<file path="config.mk">
export PLATFORM = sky130hd
export DESIGN_NAME = gtp_pll0_lock_monitor
export DESIGN_NICKNAME = d
export VERILOG_FILES = /design/src/rtl/gtp_pll0_lock_monitor.sv
export SDC_FILE = /design/constraint.sdc
export NUM_CORES = 1
export LEC_CHECK = 0
export ABC_AREA = 1
export CAP_MARGIN = 15
export CORE_MARGIN = 2
export CORE_UTILIZATION = 40
export DETAILED_ROUTE_END_ITERATION = 7
export GPL_TIMING_DRIVEN = 1
export PLACE_DENSITY = 0.66
export SLEW_MARGIN = 10
export SYNTH_ARGS = -nofsm -noshare
export SYNTH_HDL_FRONTEND = slang
export SYNTH_SLANG_ARGS = --single-unit
</file>
<file path="constraint.sdc">
create_clock -name PLL0LOCKDETCLK -period 1.73 [get_ports PLL0LOCKDETCLK]
set_input_delay 0.4325 -clock PLL0LOCKDETCLK [delete_from_list [all_inputs] [get_ports PLL0LOCKDETCLK]]
set_output_delay 0.4325 -clock PLL0LOCKDETCLK [all_outputs]
set_load 0.03 [all_outputs]
</file>
<file path="src/rtl/gtp_pll0_lock_monitor.sv">
`default_nettype none
// ============================================================================
// Module      : gtp_pll0_lock_monitor
// Description : Lock qualification and supervision for the GTP common PLL0.
//               Enables PLL0 lock detection while supervising. It debounces
//               lock into a single ready qualifier, counts loss-of-lock events
//               and flags lock-acquisition timeouts.
//
// Ports
//   PLL0LOCKDETCLK      in   lock-detect clock (all logic on this domain)
//   pll0_reset_int      in   asynchronous active-high reset (shared with PLL0)
//   i_start             in   level: 1 = supervise PLL0, 0 = return to IDLE
//   i_clr_status        in   one-cycle pulse, clears o_lol_count/o_lol_sticky
//   i_pll0_lock         in   PLL0LOCK
//   i_pll0_fbclklost    in   PLL0FBCLKLOST
//   i_pll0_refclklost   in   PLL0REFCLKLOST
//   o_pll0_lock_en      out  to PLL0LOCKEN
//   o_pll_ready         out  qualified lock
//   o_state[2:0]        out  IDLE=0 WAIT_LOCK=1 QUALIFY=2 READY=3 LOST=4 TIMEOUT=5
//   o_lol_count[7:0]    out  loss-of-lock events, saturating at 255
//   o_lol_sticky        out  set on any loss of lock
//   o_timeout_flag      out  high while in TIMEOUT
//
// Parameters
//   STABLE_CYCLES       consecutive lock-good cycles before ready (1..65535)
//   TIMEOUT_CYCLES      cycles allowed in WAIT_LOCK/LOST (2..65535)
//
// Revision    : 1.0 - initial release
// ============================================================================
module gtp_pll0_lock_monitor #(
    parameter int STABLE_CYCLES  = 64,
    parameter int TIMEOUT_CYCLES = 1024
) (
    input  logic       PLL0LOCKDETCLK,
    input  logic       pll0_reset_int,
    input  logic       i_start,
    input  logic       i_clr_status,
    input  logic       i_pll0_lock,
    input  logic       i_pll0_fbclklost,
    input  logic       i_pll0_refclklost,
    output logic       o_pll0_lock_en,
    output logic       o_pll_ready,
    output logic [2:0] o_state,
    output logic [7:0] o_lol_count,
    output logic       o_lol_sticky,
    output logic       o_timeout_flag
);

    // ------------------------------------------------------------------------
    // Constants
    // ------------------------------------------------------------------------
    localparam logic [15:0] c_STABLE_LAST  = 16'(STABLE_CYCLES - 1);
    localparam logic [15:0] c_TIMEOUT_LAST = 16'(TIMEOUT_CYCLES - 1);
    localparam logic [15:0] c_TIMER_MAX    = 16'hFFFF;
    localparam logic [7:0]  c_LOL_MAX      = 8'hFF;

    typedef enum logic [2:0] {
        S_IDLE      = 3'd0,
        S_WAIT_LOCK = 3'd1,
        S_QUALIFY   = 3'd2,
        S_READY     = 3'd3,
        S_LOST      = 3'd4,
        S_TIMEOUT   = 3'd5
    } state_t;

    // ------------------------------------------------------------------------
    // Registers
    // ------------------------------------------------------------------------
    state_t      r_state;
    logic [15:0] r_timer;
    logic [15:0] r_stable_cnt;
    logic [7:0]  r_lol_count;
    logic        r_lol_sticky;

    // ------------------------------------------------------------------------
    // Combinational helpers
    // ------------------------------------------------------------------------
    logic        w_lock_good;
    logic [15:0] w_timer_inc;
    logic        w_timer_expired;
    logic        w_loss_event;
    logic [7:0]  w_lol_base;
    logic [7:0]  w_lol_next;

    assign w_lock_good = i_pll0_lock & ~i_pll0_fbclklost & ~i_pll0_refclklost;

    // The timer keeps running through QUALIFY so that repeated glitches cannot
    // extend the acquire window indefinitely. It saturates rather than wraps,
    // and expiry is a >= compare: if QUALIFY carried the timer past the limit,
    // the very next WAIT_LOCK cycle still times out instead of waiting for a
    // 16-bit wrap.
    assign w_timer_inc     = (r_timer == c_TIMER_MAX) ? r_timer : (r_timer + 16'd1);
    assign w_timer_expired = (r_timer >= c_TIMEOUT_LAST);

    // A loss only counts while supervising; start=0 wins and moves to IDLE.
    assign w_loss_event = i_start & (r_state == S_READY) & ~w_lock_good;

    // Clear is applied first and the loss increment on top, so a coincident
    // clear and loss leaves exactly one recorded event.
    assign w_lol_base = i_clr_status ? 8'd0 : r_lol_count;
    assign w_lol_next = w_loss_event
                      ? ((w_lol_base == c_LOL_MAX) ? w_lol_base : (w_lol_base + 8'd1))
                      : w_lol_base;

    // ------------------------------------------------------------------------
    // Supervision state machine and status counters
    // ------------------------------------------------------------------------
    always_ff @(posedge PLL0LOCKDETCLK or posedge pll0_reset_int) begin
        if (pll0_reset_int) begin
            r_state      <= S_IDLE;
            r_timer      <= 16'd0;
            r_stable_cnt <= 16'd0;
            r_lol_count  <= 8'd0;
            r_lol_sticky <= 1'b0;
        end else begin
            // Status registers are independent of the start level.
            r_lol_count <= w_lol_next;
            if (w_loss_event) begin
                r_lol_sticky <= 1'b1;
            end else if (i_clr_status) begin
                r_lol_sticky <= 1'b0;
            end

            if (!i_start) begin
                r_state <= S_IDLE;
            end else begin
                case (r_state)
                    S_IDLE: begin
                        r_state <= S_WAIT_LOCK;
                        r_timer <= 16'd0;
                    end

                    S_WAIT_LOCK, S_LOST: begin
                        r_timer <= w_timer_inc;
                        if (w_lock_good) begin
                            r_state      <= S_QUALIFY;
                            r_stable_cnt <= 16'd0;
                        end else if (w_timer_expired) begin
                            r_state <= S_TIMEOUT;
                        end
                    end

                    S_QUALIFY: begin
                        r_timer <= w_timer_inc;
                        if (!w_lock_good) begin
                            r_state <= S_WAIT_LOCK;
                        end else if (r_stable_cnt == c_STABLE_LAST) begin
                            r_state <= S_READY;
                        end else begin
                            r_stable_cnt <= r_stable_cnt + 16'd1;
                        end
                    end

                    S_READY: begin
                        if (!w_lock_good) begin
                            r_state <= S_LOST;
                            r_timer <= 16'd0;
                        end
                    end

                    S_TIMEOUT: begin
                        // Held until start drops (handled above).
                        r_state <= S_TIMEOUT;
                    end

                    default: begin
                        // Encodings 6 and 7 recover to IDLE.
                        r_state <= S_IDLE;
                    end
                endcase
            end
        end
    end

    // ------------------------------------------------------------------------
    // Outputs: pure decodes of the state register, so they change with the
    // state at the same edge and clear immediately on asynchronous reset.
    // ------------------------------------------------------------------------
    assign o_state        = r_state;
    assign o_pll_ready    = (r_state == S_READY);
    assign o_timeout_flag = (r_state == S_TIMEOUT);
    assign o_pll0_lock_en = (r_state == S_WAIT_LOCK) || (r_state == S_QUALIFY) ||
                            (r_state == S_READY)     || (r_state == S_LOST);
    assign o_lol_count    = r_lol_count;
    assign o_lol_sticky   = r_lol_sticky;

endmodule
`default_nettype wire

</file>
==> metrics <==
most frequent cell after synthesis=nand2_1; multi-input logic area=0.00180 mm²; Max-Cap Viols=0; Die Ht=91.0 µm; area share of and/or/nand/nor cells after synthesis=42.3%; drt total wl=7.55 mm; Net count, final=513; startpoint type of the worst setup path=flip-flop; worst reg-to-reg setup slack=0.04 ns; setup TNS=0 ns; Reg clk slew, reported paths=0.10 ns; Total GRT Usage=18.3%; register area=0.00110 mm²; pin count of the biggest net entering global routing=45; IO buf count=21; adder-cell share of the synthesized area=1.24%; number of nets still failing antenna checks after routing=0; Hold Vio Cnt, Final=0; Cells after DPL=585; DR vias=2956; kind of end point of the critical path=primary output; fmax=0.590 GHz; Post-synth EDFFs=0; synth-to-layout area growth=28.3%; reg-to-reg startpoint=r_stable_cnt[0]$_DFFE_PP0P_; vias per cell=4.90; Final Power=0.00301 W; fin crit share=98.0%; die width=91.0 µm; #FFs+latches synth=44; Non-Filler Instances=603; synth warn=0; fin crit period=1.70 ns; CP Class=flip-flop to primary output; CP max FO=4; Tightest Pin Transition=0.336 ns; area of the die=0.00827 mm²; drt pass-1 iters=4; first-pass GRT wire length=12.7 mm; CTS tree=done; register area share after synthesis=36.4%; DR WL/cell=12.5 µm; Syn Std Cell Area=0.00302 mm²; cell internal pwr=0.00194 W; Slew headroom=77.5%; power share of the sequential group=37.6%; clk sinks=44; # rows=31; switching part of the total=35.5%; multiplexer area fraction after synthesis=0%; status=finished, final reports clean; Cells after Synth=442; leakage=1.84 nW; Crit Reg-Reg Endpoint=r_stable_cnt[14]$_DFFE_PP0P_; CTS root buf=clkbuf_8; Setup-failing EPs final=0; crit path DAT=1.26 ns; dominant cell type by area after synthesis=dfrtp_1; Synth area leaders=dfrtp_1 (36%), nand2_1 (18%), nor2_1 (7.9%), nand3_1 (7.6%), inv_1 (5.7%); Detailed Route Iter0 Violations=79; CTS Buf Count=5; # fillers=709; worst skew pair latency=0.31 ns; DP HPWL=5.25 mm; skew final=0.0168 ns; Worst Path Required=1.30 ns; Synth top area share=36.4%; hold buffer count at cts=0; DRC violations left=0; Max clock buf depth=2; Netlist cell types=29; Worst Setup EP=o_pll0_lock_en; I/O Pins=22; ANT cells=0; maximum vdd ir drop=0.697 mV; crit path launch=o_state[0]$_DFFE_PP0P_; Synth top cells by count=nand2_1 (148), nor2_1 (64), inv_1 (46), nand3_1 (46), dfrtp_1 (44); RSZ-0062 raised after global routing=true; synthesized area per cell=6.84 µm²; Compound-Gate Fraction of Synth Area=7.94%; Combinational Power Share=34.7%; worst hold path type=input pin to asynchronous set/reset pin; DP Area=0.00355 mm²; initial antenna violation count=0; vias in the first global route=2949; H-tree depth=2; Clk pwr share=27.8%; global route overflow=0; gpl congestion=0.856; Post-Synth XOR/XNOR Area=4.05%; worst reg-to-reg path cell count=10; power density over the cells=776 mW/mm²; NetSw=0.00107 W; Final Cell Area=0.00388 mm²; Max Slew Vio Count=0; syn nets=452; fraction of layout cells with a size suffix above 1=23.4%; core area=0.00729 mm²; asr flop ratio synth=100%; Starting Density=41.5%; main combinational cell family by area after synthesis=simple AND/OR/NAND/NOR gates; ys flop type=dfrtp_1
[placed cells by master, fill, tap and decap left out, types with 4 or more instances in the layout]
cell and n:
inv_2 6, xor2_1 9, nand4_1 14, nand3_1 42, o21ai_0 9, inv_1 39
buf_6 4, nand2_4 4, o21ai_2 15, dlygate4sd2_1 10, dfrtp_1 41, nor2_2 10
clkdlybuf4s50_1 5, xnor2_1 5, nand2_1 144, clkbuf_8 5, nand2_2 8, nor2_1 55
nor2_4 5, buf_12 4, buf_4 33
[kinds of logic (layout without fill, tap and decap cells)]
family / after synthesis / in the layout
XOR/XNOR: 14 / 14
adder cells (fa/ha/maj): 3 / 3
AO/OA/AOI/OAI: 34 / 34
buffers and inverters: 53 / 115
AND/OR/NAND/NOR: 294 / 294
flip-flops: 44 / 44
[metal layers]
metal / global-route usage, % / vias to the layer above / wire length, µm
li1: - / 1528 / -
met2: 32.3 / 51 / 3800
met3: 3.24 / 5 / 268
met1: 23.2 / 1372 / 3440
met4: 4.67 / 0 / 46
met5: 0 / - / 0
[worst max-delay path: stages, from the launching register on]
cell     delay [ns]
dfrtp_2        0.47
nor2_4         0.14
inv_2          0.06
nand3_4        0.09
nand2_4        0.05
buf_6          0.13
[layout make-up]
cell class                 instances  area share [%]
sequential                        44            28.5
inverter                          47            4.67
timing repair buffer              60            14.4
clock buffer                       5            1.77
clock inverter                     3            1.19
tap                               99            3.19
multi-input combinational        345            46.3
[power groups by stage]
| stage | registers (W) | clock network (W) | logic, W |
|---|---|---|---|
| after global routing | 0.00114 | 0.000904 | 0.00113 |
| after floorplan | 0.00119 | 0 | 0.000470 |
| after detailed placement | 0.00116 | 0 | 0.000809 |
| after CTS | 0.00112 | 0.000858 | 0.000902 |
| after global placement | 0.00116 | 0 | 0.000790 |
| final | 0.00113 | 0.000836 | 0.00105 |
[repair_timing]
action / in CTS / in global routing
pin swaps: 1 / 4
resized for setup: 22 / 37
endpoints found under the setup margin: 16 / 30
buffers inserted: 2 / 6
gates cloned: 0 / 2
[sequential cells by signal, summed over array words and instances, names as in the netlist]
signal	count
r_stable_cnt	16
o_lol_sticky	1
o_state	3
o_lol_count	8
r_timer	16
[through the flow]
step / hold slack, ns / util (%) / setup WS [ns]
final: 0.463 / 53.2 / 0.0346
after detailed placement: 0.483 / 48.7 / -0.361
after CTS: 0.482 / 50.9 / -0.0165
after global routing: 0.488 / 53.2 / -0.0466
after floorplan: 0.482 / - / 0.0230
after global placement: 0.467 / 48.7 / -0.284
[worst min path at each step]
stage / to / slack (ns) / cells after the start
after floorplan: r_timer[1]$_DFFE_PP0P_ / 0.48 / 2
after global placement: o_lol_sticky$_DFFE_PP0P_ / 0.47 / 2
after detailed placement: o_lol_sticky$_DFFE_PP0P_ / 0.48 / 2
after CTS: o_lol_sticky$_DFFE_PP0P_ / 0.48 / 3
after global routing: r_stable_cnt[1]$_DFFE_PP0P_ / 0.49 / 3
final: o_lol_sticky$_DFFE_PP0P_ / 0.46 / 3
Power figures use the tool's default switching activity.
